--- src/rtl/mem_bridge.sv ---
// Memory-side bridge: one outstanding core request, decoded to synchronous RAM, machine-timer MMIO or fault.
// Define MEM_BRIDGE_TIMER_EN to build mtime/mtimecmp; without it the timer range faults and timer_irq is 0.
//
// state      | meaning
// IDLE       | req_ready high, waiting for req_enable
// ERROR_RESP | fault response pulse, no side effects
// RAM_ISSUE  | ram_en pulse with address/strobes/data
// RAM_WAIT   | down-count read latency, capture ram_rdata at terminal count
// MMIO       | one-cycle timer register access
// RESP       | normal response pulse
module mem_bridge #(
    parameter int          RAM_ADDR_WIDTH = 14,
    parameter logic [31:0] RAM_BASE       = 32'h0000_0000,
    parameter logic [31:0] MMIO_BASE      = 32'h8000_0000,
    parameter int          RAM_LATENCY    = 1
) (
    input  logic                      clk,
    input  logic                      reset,
    output logic                      req_ready,
    input  logic                      req_enable,
    input  logic                      req_write,
    input  logic [31:0]               req_addr,
    input  logic [1:0]                req_size,
    input  logic [31:0]               req_wdata,
    input  logic [3:0]                req_wstrb,
    output logic                      resp_valid,
    output logic [31:0]               resp_rdata,
    output logic                      resp_error,
    output logic                      ram_en,
    output logic [3:0]                ram_we,
    output logic [RAM_ADDR_WIDTH-1:0] ram_addr,
    output logic [31:0]               ram_wdata,
    input  logic [31:0]               ram_rdata,
    output logic                      timer_irq
);

    localparam int CNT_W = $clog2(RAM_LATENCY + 1);

`ifdef MEM_BRIDGE_TIMER_EN
    localparam bit TIMER_EN = 1'b1;
`else
    localparam bit TIMER_EN = 1'b0;
`endif

    typedef enum logic [2:0] {
        IDLE,
        ERROR_RESP,
        RAM_ISSUE,
        RAM_WAIT,
        MMIO,
        RESP
    } state_t;

    state_t             state;
    logic [CNT_W-1:0]   wait_cnt;
    logic               ram_hit;
    logic               mmio_hit;
    logic               misaligned;
    logic               fault;
    logic [31:0]        mmio_rdata;

    always_comb begin
        ram_hit    = (req_addr[31:RAM_ADDR_WIDTH+2] == RAM_BASE[31:RAM_ADDR_WIDTH+2]);
        mmio_hit   = TIMER_EN && (req_addr[31:4] == MMIO_BASE[31:4]);
        misaligned = ((req_size == 2'd1) && req_addr[0]) ||
                     ((req_size == 2'd2) && (req_addr[1:0] != 2'b00));
        fault      = misaligned || (req_size == 2'd3) || !(ram_hit || mmio_hit);
    end

    always_ff @(posedge clk) begin
        if (reset) begin
            state      <= IDLE;
            req_ready  <= 1'b1;
            resp_valid <= 1'b0;
            resp_error <= 1'b0;
            resp_rdata <= '0;
            ram_en     <= 1'b0;
            ram_we     <= '0;
            ram_addr   <= '0;
            ram_wdata  <= '0;
            wait_cnt   <= '0;
        end else begin
            case (state)
                IDLE: begin
                    if (req_enable) begin
                        req_ready <= 1'b0;
                        ram_addr  <= req_addr[RAM_ADDR_WIDTH+1:2];
                        // ram_wdata doubles as the latched write data for MMIO writes
                        ram_wdata <= req_wdata;
                        if (fault) begin
                            state      <= ERROR_RESP;
                            resp_valid <= 1'b1;
                            resp_error <= 1'b1;
                            resp_rdata <= '0;
                        end else if (ram_hit) begin
                            state  <= RAM_ISSUE;
                            ram_en <= 1'b1;
                            ram_we <= req_write ? req_wstrb : 4'b0000;
                        end else begin
                            state <= MMIO;
                        end
                    end
                end
                ERROR_RESP: begin
                    resp_valid <= 1'b0;
                    resp_error <= 1'b0;
                    req_ready  <= 1'b1;
                    state      <= IDLE;
                end
                RAM_ISSUE: begin
                    ram_en   <= 1'b0;
                    ram_we   <= '0;
                    wait_cnt <= CNT_W'(RAM_LATENCY);
                    state    <= RAM_WAIT;
                end
                RAM_WAIT: begin
                    wait_cnt <= wait_cnt - CNT_W'(1);
                    if (wait_cnt == CNT_W'(1)) begin
                        resp_rdata <= ram_rdata;
                        resp_valid <= 1'b1;
                        resp_error <= 1'b0;
                        state      <= RESP;
                    end
                end
                MMIO: begin
                    resp_rdata <= mmio_rdata;
                    resp_valid <= 1'b1;
                    resp_error <= 1'b0;
                    state      <= RESP;
                end
                RESP: begin
                    resp_valid <= 1'b0;
                    req_ready  <= 1'b1;
                    state      <= IDLE;
                end
                default: begin
                    resp_valid <= 1'b0;
                    req_ready  <= 1'b1;
                    state      <= IDLE;
                end
            endcase
        end
    end

`ifdef MEM_BRIDGE_TIMER_EN
    logic [63:0] mtime;
    logic [63:0] mtimecmp;
    logic [1:0]  mmio_off;
    logic [3:0]  mmio_wstrb;
    logic        mmio_write;
    logic        mmio_wr;

    function automatic logic [31:0] merge_lanes(input logic [31:0] old_word,
                                                input logic [31:0] new_word,
                                                input logic [3:0]  strb);
        logic [31:0] result;
        for (int b = 0; b < 4; b++) begin
            result[8*b +: 8] = strb[b] ? new_word[8*b +: 8] : old_word[8*b +: 8];
        end
        return result;
    endfunction

    assign mmio_wr = (state == MMIO) && mmio_write;

    always_comb begin
        case (mmio_off)
            2'd0:    mmio_rdata = mtime[31:0];
            2'd1:    mmio_rdata = mtime[63:32];
            2'd2:    mmio_rdata = mtimecmp[31:0];
            default: mmio_rdata = mtimecmp[63:32];
        endcase
    end

    always_ff @(posedge clk) begin
        if (reset) begin
            mtime      <= '0;
            mtimecmp   <= '1;
            timer_irq  <= 1'b0;
            mmio_off   <= '0;
            mmio_wstrb <= '0;
            mmio_write <= 1'b0;
        end else begin
            timer_irq <= (mtime >= mtimecmp);
            if ((state == IDLE) && req_enable) begin
                mmio_off   <= req_addr[3:2];
                mmio_wstrb <= req_wstrb;
                mmio_write <= req_write;
            end
            // a software write to mtime takes the place of that cycle's increment
            if (mmio_wr && (mmio_off == 2'd0))
                mtime[31:0] <= merge_lanes(mtime[31:0], ram_wdata, mmio_wstrb);
            else if (mmio_wr && (mmio_off == 2'd1))
                mtime[63:32] <= merge_lanes(mtime[63:32], ram_wdata, mmio_wstrb);
            else
                mtime <= mtime + 64'd1;
            if (mmio_wr && (mmio_off == 2'd2))
                mtimecmp[31:0] <= merge_lanes(mtimecmp[31:0], ram_wdata, mmio_wstrb);
            if (mmio_wr && (mmio_off == 2'd3))
                mtimecmp[63:32] <= merge_lanes(mtimecmp[63:32], ram_wdata, mmio_wstrb);
        end
    end
`else
    assign mmio_rdata = '0;
    assign timer_irq  = 1'b0;
`endif

endmodule

--- config.mk ---
export PLATFORM = sky130hd
export DESIGN_NAME = mem_bridge
export DESIGN_NICKNAME = d
export VERILOG_FILES = /design/src/rtl/mem_bridge.sv
export SDC_FILE = /design/constraint.sdc
export NUM_CORES = 1
export LEC_CHECK = 0
export ABC_AREA = 1
export ABC_CLOCK_PERIOD_IN_PS = 1500
export CORE_MARGIN = 2
export CORE_UTILIZATION = 25
export DETAILED_ROUTE_END_ITERATION = 10
export SYNTH_ARGS = -nofsm -noshare
export SYNTH_HDL_FRONTEND = slang
export SYNTH_SLANG_ARGS = --single-unit
--- constraint.sdc ---
create_clock -name clk -period 1.5 [get_ports clk]
set_clock_uncertainty 0.1 [all_clocks]
set_input_delay 0.225 -clock clk [delete_from_list [all_inputs] [get_ports clk]]
set_output_delay 0.225 -clock clk [all_outputs]
set_load 0.02 [all_outputs]
* After elaboration in Yosys (flattened, before gate mapping)
Index checks and enable logic that the tools add are counted.
** Cells by class
- Equal/unequal tests :: 12
- $mul :: 0
- Add/subtract/negate cells :: 1
- Bitwise gates (word level) :: 2
- Reductions and logical operators :: 22
- $lt $le $gt $ge :: 0
- Div/mod/pow operators :: 0
- Mux-type cells :: 27
- Shift operators :: 0
** Operator list (count)
- $mux 32 :: 3
- $pmux 32 s3 :: 1
- $logic_not 16->1 :: 1
- $mux 4 :: 4
- $reduce_and 4->1 :: 4
- $mux 3 :: 4
- $pmux 3 s4 :: 1
- $ne 2x2->1 const B :: 5
- $mux 1 :: 8
- $pmux 4 s2 :: 1
- $eq 3x2->1 const B :: 2
- $pmux 1 s2 :: 3
- $reduce_and 2->1 :: 3
- $reduce_bool 2->1 :: 3
- $reduce_bool 3->1 :: 2
- $eq 2x2->1 const B :: 2
- $pmux 1 s4 :: 1
- $eq 3x1->1 const B :: 1
- $eq 3x3->1 const B :: 1
- $logic_not 3->1 :: 1
- $logic_or 1x1->1 :: 3
- $pmux 1 s3 :: 1
- $reduce_or 3->1 :: 1
- $eq 2x1->1 const B :: 1
- 5 further kinds :: 7
** Word-level totals
- Latch bits :: 0
- Input port bits :: 106
- Memory bits (writable) :: 0
- Bits in read-only memories :: 0
- Word-level logic and storage cells :: 74
- Flip-flop bits (word level) :: 90
- Output and inout port bits :: 87
- Memories :: 0

* Depth between registers and ports, before layout
- Depth after elaboration :: 8
- Mapped depth :: 10
- Mapped depth without buffers :: 9

* Least setup slack after synthesis
No wires, ideal clock.
- Kind :: flip-flop to flip-flop
- Start :: reg state[0]
- End :: reg resp_rdata[24]
- Cell stages (with the launch flop) :: 11
- Setup slack :: -7 ps
- Clock period less this slack :: 1507 ps
- Buffers on the path :: 1
- Data arrival time :: 1294 ps
- Data required time :: 1287 ps
- Library setup time :: 113 ps
- Cell sequence :: dfxtp_1 -> nor2_1 -> nand2_1 -> or2_1 -> nand2_1 -> inv_2 -> nand3_4 -> buf_4 -> nand2_1 -> nand2_1 -> nor2_1
** Between the ends
- Word-level cells in the longest chain between the ends :: 3
- Elaborated cells on any way between the ends :: 9
- Those cells by class :: 5 x eq/ne; 1 x mux; 3 x reduce/logical
** RTL lines
- start: declaration :: RTL line 54 : state_t state;
- start signal: assignment :: RTL line 72 : state <= IDLE;
- start signal: assignment :: RTL line 91 : state <= ERROR_RESP;
- start signal: assignment :: RTL line 96 : state <= RAM_ISSUE;
- $eq 3x2->1 (tied with other cells) :: RTL line 83 : case (state)
- $ne 2x2->1 (no source line) / $reduce_bool 3->1 (equally long branches)
- $reduce_and 4->1 (no source line)
- end signal: assignment :: RTL line 119 : resp_rdata <= ram_rdata;
- end signal: assignment :: RTL line 126 : resp_rdata <= mmio_rdata;
- end: declaration :: RTL line 27 : output logic [31:0] resp_rdata,
Parallel ways exist; a longest one is shown, timed or not.
A chain may end at the register's enable or synchronous reset.

* Worst setup path after layout
- Start :: reg state[0]
- End :: reg resp_rdata[2]
The elaborated chain is that of the path after synthesis.

==> impl_metrics.tcl <==
set metrics [dict create \
    outcome "complete, but fails checks" \
    violations "negative setup slack" \
    synth_area_sq_um 3950 \
    via_per_inst 4.33 \
    drtIter0Drc 152 \
    ctsLongestPathBuffers 2 \
    ys_seq_area_frac 0.456 \
    fin_setup_tns_ns -4.90 \
    worst_ep_required_time_ns 1.64 \
    area_delta_synth_final_pct 73.2 \
    antenna_cells 0 \
    path_class "register to register" \
    die-height_microns 130 \
    post-route-util 0.446 \
    path_cells "nor2_4, nand2_2, or2_4, nand2_4, inv_8, nand3_4, buf_12, nand2_1, inv_1, nor2_1" \
    fp.dieW_microns 130 \
    critical_path_peak_fanout 7 \
    timing.final.crit_share 1.11 \
    startpoint_type "register" \
    rows 45 \
    cts_buffers 9 \
    r2r_end "resp_rdata[2]" \
    ys_warn_count 0 \
    grt-ovfl-total 0 \
    startpoint "state[0]" \
    core_area_sq_um 15300 \
    hp-class "primary input to register" \
    syn_area_per_cell_sq_um 6.75 \
    num_vias 4356 \
    tritoncts "built" \
    rr_worst_depth 10 \
    min_period_ns 1.67 \
    layout-drive-gt1-share 0.165 \
    total_power_mw 6.56 \
    finalSetupViolCount 40 \
    yosysUniqueCellTypes 22 \
    cts-root-buf "clkbuf_16" \
    grt_pass1_wl_microns 20600 \
    clock.fmax_mhz 599 \
    rsz0062_at_grt "yes" \
    yosysTopAreaCellShare 0.456 \
    slowest_delay_ns 0.36 \
    clkTransAtPathRegs_ns 0.07 \
    peakVddDrop_mv 0.768 \
    ios 193 \
    ys_top_cells_by_area "dfxtp_1, nand2_1, nand3_1" \
    syn_inst 585 \
    critPathArrivalTime_ns 1.81 \
    dieArea_sq_um 16800 \
    synth_nets 691 \
    synthFlopType "dfxtp_1" \
    synth-seq-cells 90 \
    final_area_sq_um 6840 \
    yosysMostFrequentCell "nand2_1" \
    r2r-start "state[0]" \
    critical_path.slowest_cell "dfxtp_4" \
    route.detailed.drc 0 \
    hold_viol 0 \
    synth_edf_count 0 \
    powerDensity_nw_per_um2 960 \
    port_buffers 191 \
    post-dp-hpwl_microns 8990 \
    antenna_left 0 \
    routedWlPerCell_microns 13.4 \
    grt_util_all_layers 0.155 \
    first_pass_iters 4 \
    slew_viol_final 0 \
    hold_ws_ns 0.150 \
    yosysTopAreaCell "dfxtp_1" \
    grt_pass1_vias 4062 \
    p_leak_nw 3.24 \
    endpoint_kind "register" \
    h-tree-depth 3 \
    initial_core_util 0.258 \
    final_nets 897 \
    clk_latency_ns 0.35 \
    reg2reg_slack_ns -0.17 \
    cap_violations 0 \
    setup_ws_ns -0.170 \
    cts.sink_count 90 \
    crit_path_end "resp_rdata[2]" \
    place.gp.congestion 0.791 \
    grt_max_degree 48 \
    ys_async_sr_fraction 0 \
    antenna_found_initial 1 \
    yosys-top-cells-count "nand2_1, dfxtp_1, inv_1, nand3_1, a21oi_1" \
    placed_area_sq_um 6270 \
    drt-total-wl_microns 13500 \
]
-- stage by stage --
step / instances / worst slack [ns]
after global placement: 981 / -0.396
after CTS: 1002 / -0.133
after detailed placement: 981 / -0.412
after floorplan: 585 / -0.00716
final: 1007 / -0.170
after global routing: 1007 / -0.245
-- state kept, by name, summed over array words and instances, names as in the netlist --
name,count
state,3
req_ready,1
resp_error,1
ram_wdata,32
wait_cnt,1
resp_valid,1
resp_rdata,32
ram_we,4
ram_en,1
ram_addr,14
-- layer usage --
metal  routed length (microns)  global-route usage
met1                      5730               0.183
met2                      6510               0.263
met3                      1170              0.0661
met4                        95              0.0335
met5                         0                   0
-- layout make-up --
| type | instances | area (sq um) |
|---|---|---|
| Fill cell | 1603 | 8480 |
| Clock inverter | 7 | 76.3 |
| Tap cell | 211 | 264 |
| Clock buffer | 9 | 225 |
| Timing Repair Buffer | 236 | 2320 |
| Inverter | 76 | 294 |
| Multi-Input combinational cell | 378 | 1850 |
| Sequential cell | 90 | 1810 |
-- what timing repair did --
item,CTS,global route
buffers inserted,4,2
setup endpoints to repair,128,69
pin swaps,4,15
gates resized for setup,114,51
gates cloned,1,4
hold buffers,0,0
-- worst min path at each step --
stage / from / endpoint / slack (ns) / cells past startpoint
4_1_cts: reset / ram_we[0] / 0.15 / 4
5_1_grt: reset / ram_we[0] / 0.19 / 4
3_5_place_dp: wait_cnt / wait_cnt / 0.32 / 1
6_report: reset / ram_we[0] / 0.15 / 4
2_1_floorplan: req_wdata[21] / ram_wdata[21] / 0.29 / 2
3_3_place_gp: wait_cnt / wait_cnt / 0.31 / 1
-- worst max-delay path: cells and delay by family, from the launching register on --
family / cells / cell delay, ns
flops: 1 / 0.36
buf+inv: 3 / 0.27
simple gates: 7 / 0.83
-- cells in the final DEF (no fill, tap or decap), types with 18 or more instances in the layout --
| cell | netlist | routed |
|---|---|---|
| clkdlybuf4s50_1 | 0 | 103 |
| nand3_1 | 58 | 53 |
| nor2_1 | 55 | 48 |
| nand2_1 | 170 | 146 |
| nand4_1 | 29 | 29 |
| a21oi_1 | 56 | 55 |
| nand2_2 | 0 | 18 |
| buf_4 | 4 | 27 |
| inv_2 | 10 | 21 |
| dlygate4sd2_1 | 0 | 86 |
| dfxtp_1 | 90 | 87 |
| inv_1 | 65 | 53 |
-- kinds of logic after synthesis --
family,after synthesis,synth area share
simple gates,318,0.347
other cells,1,0.000950
buf+inv,117,0.119
compound gates,58,0.0742
flops,90,0.456
mux,1,0.00254
-- power by group --
group | switching [mW] | internal, mW
combinational | 0.819 | 0.775
sequential | 0.0746 | 2.55
clock | 1.04 | 1.30
(Power assumes the default switching activity.)
